$ cat src/rtl/muldiv_pkg.sv
// muldiv_pkg: shared width, funct3 encodings, FSM states and special-case constants for muldiv_unit
package muldiv_pkg;
  localparam int XLEN = 32;
  localparam int CYCLES = XLEN;
  localparam logic [2:0] F3_MUL    = 3'b000;
  localparam logic [2:0] F3_MULH   = 3'b001;
  localparam logic [2:0] F3_MULHSU = 3'b010;
  localparam logic [2:0] F3_MULHU  = 3'b011;
  localparam logic [2:0] F3_DIV    = 3'b100;
  localparam logic [2:0] F3_DIVU   = 3'b101;
  localparam logic [2:0] F3_REM    = 3'b110;
  localparam logic [2:0] F3_REMU   = 3'b111;
  localparam logic [XLEN-1:0] QUOT_ONES = '1;
  localparam logic [XLEN-1:0] INT_MIN = {1'b1, {(XLEN-1){1'b0}}};
  typedef enum logic [1:0] {IDLE, CALC, FIN} state_t;
endpackage

$ cat src/rtl/muldiv_sign_fix.sv
// muldiv_sign_fix: operand magnitude/sign extraction per funct3 and final result negation
module muldiv_sign_fix
  import muldiv_pkg::*;
(
  input  logic [2:0]        funct3_i,
  input  logic [XLEN-1:0]   a_i,
  input  logic [XLEN-1:0]   b_i,
  input  logic [2*XLEN-1:0] raw_i,
  input  logic              neg_i,
  output logic [XLEN-1:0]   mag_a_o,
  output logic [XLEN-1:0]   mag_b_o,
  output logic              sa_o,
  output logic              sb_o,
  output logic [2*XLEN-1:0] fixed_o
);
  assign sa_o = a_i[XLEN-1] && (funct3_i inside {F3_MUL, F3_MULH, F3_MULHSU, F3_DIV, F3_REM});
  assign sb_o = b_i[XLEN-1] && (funct3_i inside {F3_MUL, F3_MULH, F3_DIV, F3_REM});
  assign mag_a_o = sa_o ? -a_i : a_i;
  assign mag_b_o = sb_o ? -b_i : b_i;
  assign fixed_o = neg_i ? -raw_i : raw_i;
endmodule

$ cat src/rtl/muldiv_unit.sv
// muldiv_unit: iterative RV32M multiply/divide, 33-cycle latency.
// MULDIV_EARLY_OUT_EN: divide-by-zero, signed overflow and zero-operand multiplies skip CALC.
module muldiv_unit
  import muldiv_pkg::*;
(
  input  logic            clk,
  input  logic            rst,
  input  logic            start,
  input  logic [2:0]      funct3,
  input  logic [XLEN-1:0] rs1_data,
  input  logic [XLEN-1:0] rs2_data,
  input  logic [4:0]      rd_in,
  output logic            busy,
  output logic            done,
  output logic [XLEN-1:0] result,
  output logic [4:0]      rd_out,
  output logic            wb_en
);
  state_t state_q, state_d;
  logic [4:0] cnt_q, cnt_d, rd_q, rd_d, rd_out_q, rd_out_d;
  logic [2:0] f3_q, f3_d;
  logic [XLEN-1:0] a_q, a_d, b_q, b_d, hi_q, hi_d, lo_q, lo_d, result_q, result_d;
  logic sa_q, sa_d, sb_q, sb_d, div0_q, div0_d, done_q, done_d, wb_en_q, wb_en_d;
  logic [XLEN-1:0] mag_a, mag_b, diff;
  logic sa, sb, neg, is_div, rem_op, div0, ge;
  logic [2*XLEN-1:0] raw, fixed;
  logic [XLEN:0] sum, sh;

  muldiv_sign_fix u_fix (
    .funct3_i(funct3),
    .a_i     (rs1_data),
    .b_i     (rs2_data),
    .raw_i   (raw),
    .neg_i   (neg),
    .mag_a_o (mag_a),
    .mag_b_o (mag_b),
    .sa_o    (sa),
    .sb_o    (sb),
    .fixed_o (fixed)
  );

  assign is_div = f3_q[2];
  assign rem_op = is_div && f3_q[1];
  assign raw = is_div ? {{XLEN{1'b0}}, rem_op ? hi_q : lo_q} : {hi_q, lo_q};
  assign neg = rem_op ? sa_q : sa_q ^ sb_q;
  assign div0 = funct3[2] && rs2_data == '0;
  assign sum = {1'b0, hi_q} + (lo_q[0] ? {1'b0, a_q} : '0);
  assign sh = {hi_q, lo_q[XLEN-1]};
  assign ge = sh >= {1'b0, b_q};
  assign diff = sh[XLEN-1:0] - b_q;

`ifdef MULDIV_EARLY_OUT_EN
  logic ovf, early;
  assign ovf = (funct3 == F3_DIV || funct3 == F3_REM) && rs1_data == INT_MIN && rs2_data == '1;
  assign early = div0 || ovf || (!funct3[2] && (rs1_data == '0 || rs2_data == '0));
`endif

  // hi/lo hold {product} for multiply and {remainder, quotient} for divide
  always_comb begin
    state_d = state_q;
    cnt_d = cnt_q;
    f3_d = f3_q;
    rd_d = rd_q;
    a_d = a_q;
    b_d = b_q;
    hi_d = hi_q;
    lo_d = lo_q;
    sa_d = sa_q;
    sb_d = sb_q;
    div0_d = div0_q;
    result_d = result_q;
    rd_out_d = rd_out_q;
    done_d = 1'b0;
    wb_en_d = 1'b0;
    case (state_q)
      IDLE: if (start) begin
        state_d = CALC;
        cnt_d = '0;
        f3_d = funct3;
        rd_d = rd_in;
        a_d = mag_a;
        b_d = mag_b;
        sa_d = sa;
        sb_d = sb;
        div0_d = div0;
        hi_d = '0;
        lo_d = funct3[2] ? mag_a : mag_b;
`ifdef MULDIV_EARLY_OUT_EN
        if (early) begin
          state_d = FIN;
          hi_d = div0 ? mag_a : '0;
          lo_d = ovf ? INT_MIN : '0;
        end
`endif
      end
      CALC: begin
        hi_d = is_div ? (ge ? diff : sh[XLEN-1:0]) : sum[XLEN:1];
        lo_d = is_div ? {lo_q[XLEN-2:0], ge} : {sum[0], lo_q[XLEN-1:1]};
        cnt_d = cnt_q + 5'd1;
        state_d = cnt_q == 5'(CYCLES-1) ? FIN : CALC;
      end
      default: begin
        result_d = is_div ? (div0_q && !rem_op ? QUOT_ONES : fixed[XLEN-1:0])
                          : (f3_q == F3_MUL ? fixed[XLEN-1:0] : fixed[2*XLEN-1:XLEN]);
        rd_out_d = rd_q;
        done_d = 1'b1;
        wb_en_d = rd_q != '0;
        state_d = IDLE;
      end
    endcase
  end

  always_ff @(posedge clk) begin
    if (!rst) begin
      state_q <= IDLE;
      cnt_q <= '0;
      f3_q <= '0;
      rd_q <= '0;
      a_q <= '0;
      b_q <= '0;
      hi_q <= '0;
      lo_q <= '0;
      sa_q <= 1'b0;
      sb_q <= 1'b0;
      div0_q <= 1'b0;
      result_q <= '0;
      rd_out_q <= '0;
      done_q <= 1'b0;
      wb_en_q <= 1'b0;
    end else begin
      state_q <= state_d;
      cnt_q <= cnt_d;
      f3_q <= f3_d;
      rd_q <= rd_d;
      a_q <= a_d;
      b_q <= b_d;
      hi_q <= hi_d;
      lo_q <= lo_d;
      sa_q <= sa_d;
      sb_q <= sb_d;
      div0_q <= div0_d;
      result_q <= result_d;
      rd_out_q <= rd_out_d;
      done_q <= done_d;
      wb_en_q <= wb_en_d;
    end
  end

  assign busy = state_q != IDLE;
  assign done = done_q;
  assign result = result_q;
  assign rd_out = rd_out_q;
  assign wb_en = wb_en_q;
endmodule

$ cat config.mk
export PLATFORM = sky130hd
export DESIGN_NAME = muldiv_unit
export DESIGN_NICKNAME = d
export VERILOG_FILES = /design/src/rtl/muldiv_pkg.sv /design/src/rtl/muldiv_sign_fix.sv /design/src/rtl/muldiv_unit.sv
export SDC_FILE = /design/constraint.sdc
export NUM_CORES = 1
export LEC_CHECK = 0
export ABC_CLOCK_PERIOD_IN_PS = 6760
export CORE_AREA = 4 4 240 242
export DETAILED_ROUTE_END_ITERATION = 10
export DIE_AREA = 0 0 244 246
export GPL_ROUTABILITY_DRIVEN = 0
export PLACE_DENSITY_LB_ADDON = 0.1
export SLEW_MARGIN = 40
export SYNTH_ARGS = -nofsm -noshare
export SYNTH_HDL_FRONTEND = slang
export SYNTH_SLANG_ARGS = --single-unit
$ cat constraint.sdc
create_clock -name clk -period 6.76 [get_ports clk]
set_input_delay 1.014 -clock clk [delete_from_list [all_inputs] [get_ports clk]]
set_output_delay 1.014 -clock clk [all_outputs]
set_load 0.1 [all_outputs]
==> flow_metrics.env, run 1 <==
export IMPL_cap_violations=0
export IMPL_post_synth_top_area_cell="sky130_fd_sc_hd__dfxtp_1"
export IMPL_die_w_um=244
export IMPL_max_clock_freq_mhz=244
export IMPL_tightestPinTransition_ns=0.790
export IMPL_fin_tns_setup_ns=0
export IMPL_postSynth_topFlopCell="sky130_fd_sc_hd__dfxtp_1"
export IMPL_netSwitchingFraction=0.387
export IMPL_cellInternalPower_uw=2020
export IMPL_fillers=6024
export IMPL_clock_latency_ns=0.50
export IMPL_wp_data_required_ns=7.15
export IMPL_first_global_vias=15000
export IMPL_register_area_um2=3710
export IMPL_drt_first_iter_violations=1248
export IMPL_synth_largest_type_area_fraction=0.241
export IMPL_synth_async_sr_flop_share=0
export IMPL_avgRoutedWirePerCell_um=23.4
export IMPL_timing_critical_path_arrival_ns=4.48
export IMPL_dp_hpwl_um=51100
export IMPL_grt_antenna_before_repair=2
export IMPL_synth_yosys_seq_area_share=0.241
export IMPL_ios=115
export IMPL_first_pass_grt_wire_length_um=98600
export IMPL_cts_sink_count=185
export IMPL_num_vias=15500
export IMPL_share_of_layout_cells_above_drive_strength_1=0.0830
export IMPL_run_status="finished, final reports clean"
export IMPL_clock_skew_ns=0.0130
export IMPL_p_leak_uw=0.00691
export IMPL_route_detailed_drc=0
export IMPL_initial_core_utilization=0.279
export IMPL_synthesis_nets=2182
export IMPL_synth_area_leaders="sky130_fd_sc_hd__dfxtp_1 (24%), sky130_fd_sc_hd__a21oi_1 (5.8%), sky130_fd_sc_hd__ha_1 (5.6%), sky130_fd_sc_hd__xnor2_1 (5.5%), sky130_fd_sc_hd__nor2_1 (5.2%)"
export IMPL_worst_ir_drop_vdd_mv=0.184
export IMPL_synth_edf_count=0
export IMPL_cts_hold_fix_buffers=0
export IMPL_worst_path_max_fanout=62
export IMPL_register_clock_pin_slew_on_the_reported_worst_setup_and_hold_paths_ns=0.08
export IMPL_pin_count_of_the_biggest_net_entering_global_routing=71
export IMPL_postRouteWirelength_um=66100
export IMPL_fp_row_count=86
export IMPL_drt_pre_antenna_iters=5
export IMPL_insertedDiodeCount=0
export IMPL_grtUsageTotal=0.216
export IMPL_placeableCoreArea_um2=55100
export IMPL_multiInputGateArea_um2=10800
export IMPL_setup_worst_path_end_class="flop"
export IMPL_total_power_uw=3290
export IMPL_die_height_um=246
export IMPL_cts_root_to_sink_buffers=2
export IMPL_period_share=0.605
export IMPL_die_footprint_um2=60000
export IMPL_switching_power_uw=1270
export IMPL_synth_seq_cells=185
export IMPL_routed_via_density=5.49
export IMPL_power_density_cell_area_nw_per_um2=187
export IMPL_critical_path_startpoint_type="flop"
export IMPL_cts_root_buffer_cell="sky130_fd_sc_hd__clkbuf_16"
export IMPL_final_antenna_net_count=0
export IMPL_area_delta_synth_final_pct=14.2
export IMPL_seq_power_share=0.386
export IMPL_overflow=0
export IMPL_grt_setup_unrepaired="false"
export IMPL_final_min_clock_period_ns=4.09
export IMPL_slew_headroom=0.466
export IMPL_final_max_tran_viols=0
export IMPL_io_buffers=114
export IMPL_setup_violations=0
export IMPL_worstHoldPathType="flop to flop"
export IMPL_synthesis_instances=2036
export IMPL_cts_htree_levels=4
export IMPL_tritoncts="yes"
export IMPL_timing_hold_violations_final=0
export IMPL_library_cells_used_by_synthesis=90
export IMPL_ys_warn_count=0
export IMPL_cts_inserted_buffers=17
export IMPL_gate_power_share=0.295
export IMPL_synth_cell_area_um2=15400
export IMPL_worst_setup_path_type="flop to flop"
export IMPL_cts_post_setup_buffers_inserted=0
export IMPL_cts_resized_gates=0
export IMPL_pwr_share_clk=0.319
export IMPL_nNetsFinal=2205
export IMPL_post_synth_cell_area_avg_um2=7.54
export IMPL_ff2ff_setup_slack_ns=2.67
## cell families after synthesis
group,count (synthesis),share of synthesized area
compound gates,651,0.281
xor+xnor,165,0.0941
fa+ha+maj,71,0.0588
buf+inv,210,0.0560
flops,185,0.241
mux,91,0.0606
simple gates,663,0.208
## per-layer routing
layer | GRT usage | routed length [µm] | up-vias
li1 | - | - | 7470
met1 | 0.304 | 31500 | 7477
met2 | 0.336 | 29200 | 472
met3 | 0.0359 | 3720 | 73
met4 | 0.0680 | 1730 | 0
met5 | 0 | 0 | -
## worst max-delay path: stages, from the launching register on
cell and delay [ns]:
sky130_fd_sc_hd__dfxtp_4 0.82, sky130_fd_sc_hd__and2_2 0.27, sky130_fd_sc_hd__buf_4 0.48, sky130_fd_sc_hd__mux2i_1 0.36
sky130_fd_sc_hd__nand4_2 0.17, sky130_fd_sc_hd__or4_4 0.64, sky130_fd_sc_hd__nor3_4 0.41, sky130_fd_sc_hd__a31oi_1 0.18
sky130_fd_sc_hd__xnor2_1 0.31, sky130_fd_sc_hd__a311oi_1 0.14, sky130_fd_sc_hd__a21o_1 0.17
## cell usage in the layout (no fill, tap or decap), types with 18 or more instances in the layout
| cell type | n |
|---|---|
| sky130_fd_sc_hd__o31ai_1 | 22 |
| sky130_fd_sc_hd__nand3_1 | 41 |
| sky130_fd_sc_hd__xnor2_1 | 95 |
| sky130_fd_sc_hd__a211oi_1 | 79 |
| sky130_fd_sc_hd__a21oi_1 | 176 |
| sky130_fd_sc_hd__o21ai_0 | 114 |
| sky130_fd_sc_hd__buf_4 | 30 |
| sky130_fd_sc_hd__mux2i_1 | 75 |
| sky130_fd_sc_hd__inv_1 | 65 |
| sky130_fd_sc_hd__a31oi_1 | 32 |
| sky130_fd_sc_hd__ha_1 | 69 |
| sky130_fd_sc_hd__o211ai_1 | 18 |
| sky130_fd_sc_hd__clkdlybuf4s50_1 | 74 |
| sky130_fd_sc_hd__buf_2 | 40 |
| sky130_fd_sc_hd__a21o_1 | 34 |
| sky130_fd_sc_hd__nor3_1 | 53 |
| sky130_fd_sc_hd__dfxtp_1 | 184 |
| sky130_fd_sc_hd__o221ai_1 | 20 |
| sky130_fd_sc_hd__xor2_1 | 68 |
| sky130_fd_sc_hd__nand2_1 | 192 |
| sky130_fd_sc_hd__and2_1 | 44 |
| sky130_fd_sc_hd__nor2_1 | 210 |
| sky130_fd_sc_hd__and3_1 | 21 |
## power groups by stage
stage / combinational, µW / sequential (µW) / clock, µW
finish: 970 / 1270 / 1050
global route: 1070 / 1270 / 1120
CTS: 962 / 1260 / 1080
detailed placement: 957 / 1290 / 0
global placement: 959 / 1290 / 0
floorplan: 673 / 1210 / 0
## state kept, by name (all words and copies together), names as in the netlist, 2 cells and up
signal   count
state_q      2
f3_q         3
rd_q         5
b_q         32
rd_out       5
result      32
hi_q        32
a_q         32
cnt_q        5
lo_q        32
## path summary, 6_finish.rpt
kind | startpoint | end | cells after the start
setup / recovery | f3_q[2] | result[27] | 10
hold / removal | result[5] | result[5] | 2
setup reg to reg | f3_q[2] | result[27] | 10
hold reg to reg | result[5] | result[5] | 2
## stage by stage
stage,setup slack [ns],utilization,hold slack [ns],instances,cell area (µm²)
after floorplan,3.35,-,0.432,2036,15400
after global placement,2.38,0.310,0.429,2786,17100
after detailed placement,2.36,0.307,0.431,2787,16900
after CTS,2.65,0.318,0.443,2819,17500
after global routing,2.35,0.318,0.459,2820,17500
final,2.67,0.318,0.437,2820,17500
## cell usage after synthesis (34+ instances only)
cell type                  instances
sky130_fd_sc_hd__a21o_1           34
sky130_fd_sc_hd__xnor2_1          96
sky130_fd_sc_hd__nand3_1          41
sky130_fd_sc_hd__xor2_1           69
sky130_fd_sc_hd__and2_1           47
sky130_fd_sc_hd__clkbuf_1        112
sky130_fd_sc_hd__ha_1             69
sky130_fd_sc_hd__mux2i_1          75
sky130_fd_sc_hd__inv_1            67
sky130_fd_sc_hd__nor2_1          214
sky130_fd_sc_hd__o21ai_0         114
sky130_fd_sc_hd__dfxtp_1         185
sky130_fd_sc_hd__nor3_1           53
sky130_fd_sc_hd__a21oi_1         177
sky130_fd_sc_hd__a211oi_1         79
sky130_fd_sc_hd__nand2_1         193
## layout make-up
| class | count | area share |
|---|---|---|
| clock buffer | 17 | 0.0242 |
| clock inverter | 15 | 0.00998 |
| inverter | 68 | 0.0146 |
| multi-input combinational | 1641 | 0.618 |
| sequential | 185 | 0.211 |
| tap | 748 | 0.0533 |
| timing repair buffer | 146 | 0.0687 |
Note: power is estimated with default switching activity, not from simulation.
==> inputs of run 2 (changes only) <==
--- a/config.mk
+++ b/config.mk
@@ -5,7 +5,7 @@
 export SDC_FILE = /design/constraint.sdc
 export NUM_CORES = 1
 export LEC_CHECK = 0
-export ABC_CLOCK_PERIOD_IN_PS = 6760
+export ABC_CLOCK_PERIOD_IN_PS = 4300
 export CORE_AREA = 4 4 240 242
 export DETAILED_ROUTE_END_ITERATION = 10
 export DIE_AREA = 0 0 244 246
==> constraint.sdc (replaced) <==
create_clock -name clk -period 4.3 [get_ports clk]
set_input_delay 0.645 -clock clk [delete_from_list [all_inputs] [get_ports clk]]
set_output_delay 0.645 -clock clk [all_outputs]
set_load 0.1 [all_outputs]
==> run 2 against run 1 <==
Die area unchanged. Combinational power grew 66%. Global-route usage up 0.34 points. Sequential power increased by 54%. Register-to-register slack got worse by 2.1 ns. Largest power group unchanged. Total power increased by 59%. Via count is 0.60% higher. Utilization up 0.63 points.
==> flow_metrics.env, run 2 (same netlist as run 1, synthesis figures left out) <==
export IMPL_register_clock_pin_slew_on_the_reported_worst_setup_and_hold_paths_ns=0.08
export IMPL_overflow=0
export IMPL_fillers=6047
export IMPL_worst_ir_drop_vdd_mv=0.251
export IMPL_routed_via_density=5.43
export IMPL_cts_resized_gates=0
export IMPL_io_buffers=114
export IMPL_setup_worst_path_end_class="flop"
export IMPL_worstSetupStartpoint="hi_q[2]"
export IMPL_fp_row_count=86
export IMPL_first_global_vias=15200
export IMPL_cts_post_setup_buffers_inserted=0
export IMPL_die_height_um=246
export IMPL_final_antenna_net_count=0
export IMPL_wp_data_required_ns=4.66
export IMPL_run_status="finished, final reports clean"
export IMPL_pwr_share_clk=0.319
export IMPL_clock_latency_ns=0.47
export IMPL_period_share=0.863
export IMPL_cts_inserted_buffers=17
export IMPL_num_vias=15600
export IMPL_cts_htree_levels=4
export IMPL_grt_antenna_before_repair=3
export IMPL_die_w_um=244
export IMPL_timing_critical_path_arrival_ns=4.07
export IMPL_dp_hpwl_um=53000
export IMPL_setup_violations=0
export IMPL_cts_root_to_sink_buffers=2
export IMPL_power_density_cell_area_nw_per_um2=292
export IMPL_placeableCoreArea_um2=55100
export IMPL_switching_power_uw=1980
export IMPL_die_footprint_um2=60000
export IMPL_cellInternalPower_uw=3250
export IMPL_critical_path_startpoint_type="flop"
export IMPL_postRouteWirelength_um=67500
export IMPL_worst_setup_path_type="flop to flop"
export IMPL_tightestPinTransition_ns=0.789
export IMPL_nNetsFinal=2251
export IMPL_grt_setup_unrepaired="false"
export IMPL_pin_count_of_the_biggest_net_entering_global_routing=85
export IMPL_final_min_clock_period_ns=3.71
export IMPL_clock_skew_ns=0.0150
export IMPL_grtUsageTotal=0.219
export IMPL_layout_common_cells="sky130_fd_sc_hd__nor2_1 (211), sky130_fd_sc_hd__nand2_1 (193), sky130_fd_sc_hd__dfxtp_1 (184)"
export IMPL_cts_hold_fix_buffers=0
export IMPL_seq_power_share=0.373
export IMPL_share_of_layout_cells_above_drive_strength_1=0.102
export IMPL_p_leak_uw=0.00715
export IMPL_ios=115
export IMPL_final_common_cell="sky130_fd_sc_hd__nor2_1"
export IMPL_timing_hold_violations_final=0
export IMPL_slew_headroom=0.471
export IMPL_cts_root_buffer_cell="sky130_fd_sc_hd__clkbuf_16"
export IMPL_final_max_tran_viols=0
export IMPL_drt_first_iter_violations=1428
export IMPL_worstHoldPathType="flop to flop"
export IMPL_area_delta_synth_final_pct=16.5
export IMPL_initial_core_utilization=0.279
export IMPL_drt_pre_antenna_iters=7
export IMPL_first_pass_grt_wire_length_um=99600
export IMPL_route_detailed_drc=0
export IMPL_avgRoutedWirePerCell_um=23.5
export IMPL_total_power_uw=5230
export IMPL_cap_violations=0
export IMPL_max_clock_freq_mhz=269
export IMPL_cts_sink_count=185
export IMPL_fin_tns_setup_ns=0
export IMPL_timing_hold_worst_start="result[18]"
export IMPL_worst_hold_margin_ns=0.435
export IMPL_r2r_start="hi_q[2]"
export IMPL_tritoncts="yes"
export IMPL_worst_path_max_fanout=11
export IMPL_netSwitchingFraction=0.379
export IMPL_gate_power_share=0.308
run 2: changes by cell type in the layout (fill, tap and decap cells not counted), sizes merged:
cell,change
buf,+46
bufinv,+1
inv,-3
clkinv,+2
diode,+2
run 2: per-stage QoR:
stage | instance area (µm²) | setup WS, ns | std cells | utilization
after CTS | 17900 | 0.617 | 2866 | 0.325
after global placement | 17500 | 0.533 | 2834 | 0.317
after global routing | 17900 | 0.387 | 2866 | 0.325
after floorplan | 15400 | 0.940 | 2036 | -
final | 17900 | 0.589 | 2868 | 0.325
after detailed placement | 17300 | 0.479 | 2834 | 0.314
run 2: path summary, 6_finish.rpt:
kind                end  slack (ns)  depth (start not counted)
min reg2reg  result[18]        0.43                          2
min          result[18]        0.43                          2
max reg2reg    hi_q[31]        0.59                         10
max            hi_q[31]        0.59                         10
run 2: critical path: stages (launching register included):
cell                       delay [ns]
sky130_fd_sc_hd__dfxtp_1         0.68
sky130_fd_sc_hd__ha_1            0.39
sky130_fd_sc_hd__a21o_1          0.20
sky130_fd_sc_hd__a21oi_1         0.20
sky130_fd_sc_hd__a21oi_1         0.16
sky130_fd_sc_hd__o21ai_0         0.43
sky130_fd_sc_hd__a21oi_1         0.21
sky130_fd_sc_hd__o311ai_0        0.63
sky130_fd_sc_hd__nand3_1         0.17
sky130_fd_sc_hd__a211oi_1        0.38
sky130_fd_sc_hd__o31ai_1         0.13
run 2: layout make-up:
cell class	count	area (µm²)	share of cell area
clock inverter	15	183	0.0102
tap	748	936	0.0523
multi-input combinational	1641	10800	0.605
clock buffer	17	425	0.0238
sequential	185	3710	0.207
timing repair buffer	192	1560	0.0869
inverter	68	256	0.0143
antenna	2	5.00	0.000280
run 2: layer usage:
metal	share of wire	up-vias	global-route usage
met3	0.053	79	0.0349
met4	0.028	0	0.0717
met2	0.45	486	0.354
met5	0	-	0
li1	-	7570	-
met1	0.47	7450	0.299
run 2: power by group through the flow:
| stage | clock network (µW) | logic (µW) | registers (µW) |
|---|---|---|---|
| 5_1_grt | 1760 | 1750 | 1960 |
| 3_3_place_gp | 0 | 1600 | 1990 |
| 6_report | 1670 | 1610 | 1950 |
| 4_1_cts | 1710 | 1600 | 1950 |
| 2_1_floorplan | 0 | 1060 | 1900 |
| 3_5_place_dp | 0 | 1590 | 1990 |
==> inputs of run 3 (changes only) <==
--- a/config.mk
+++ b/config.mk
@@ -15,3 +15,4 @@
 export SYNTH_ARGS = -nofsm -noshare
 export SYNTH_HDL_FRONTEND = slang
 export SYNTH_SLANG_ARGS = --single-unit
+export TNS_END_PERCENT = 1
==> results of run 3 <==
Final layout, timing and power as in run 2 (identical DEF).
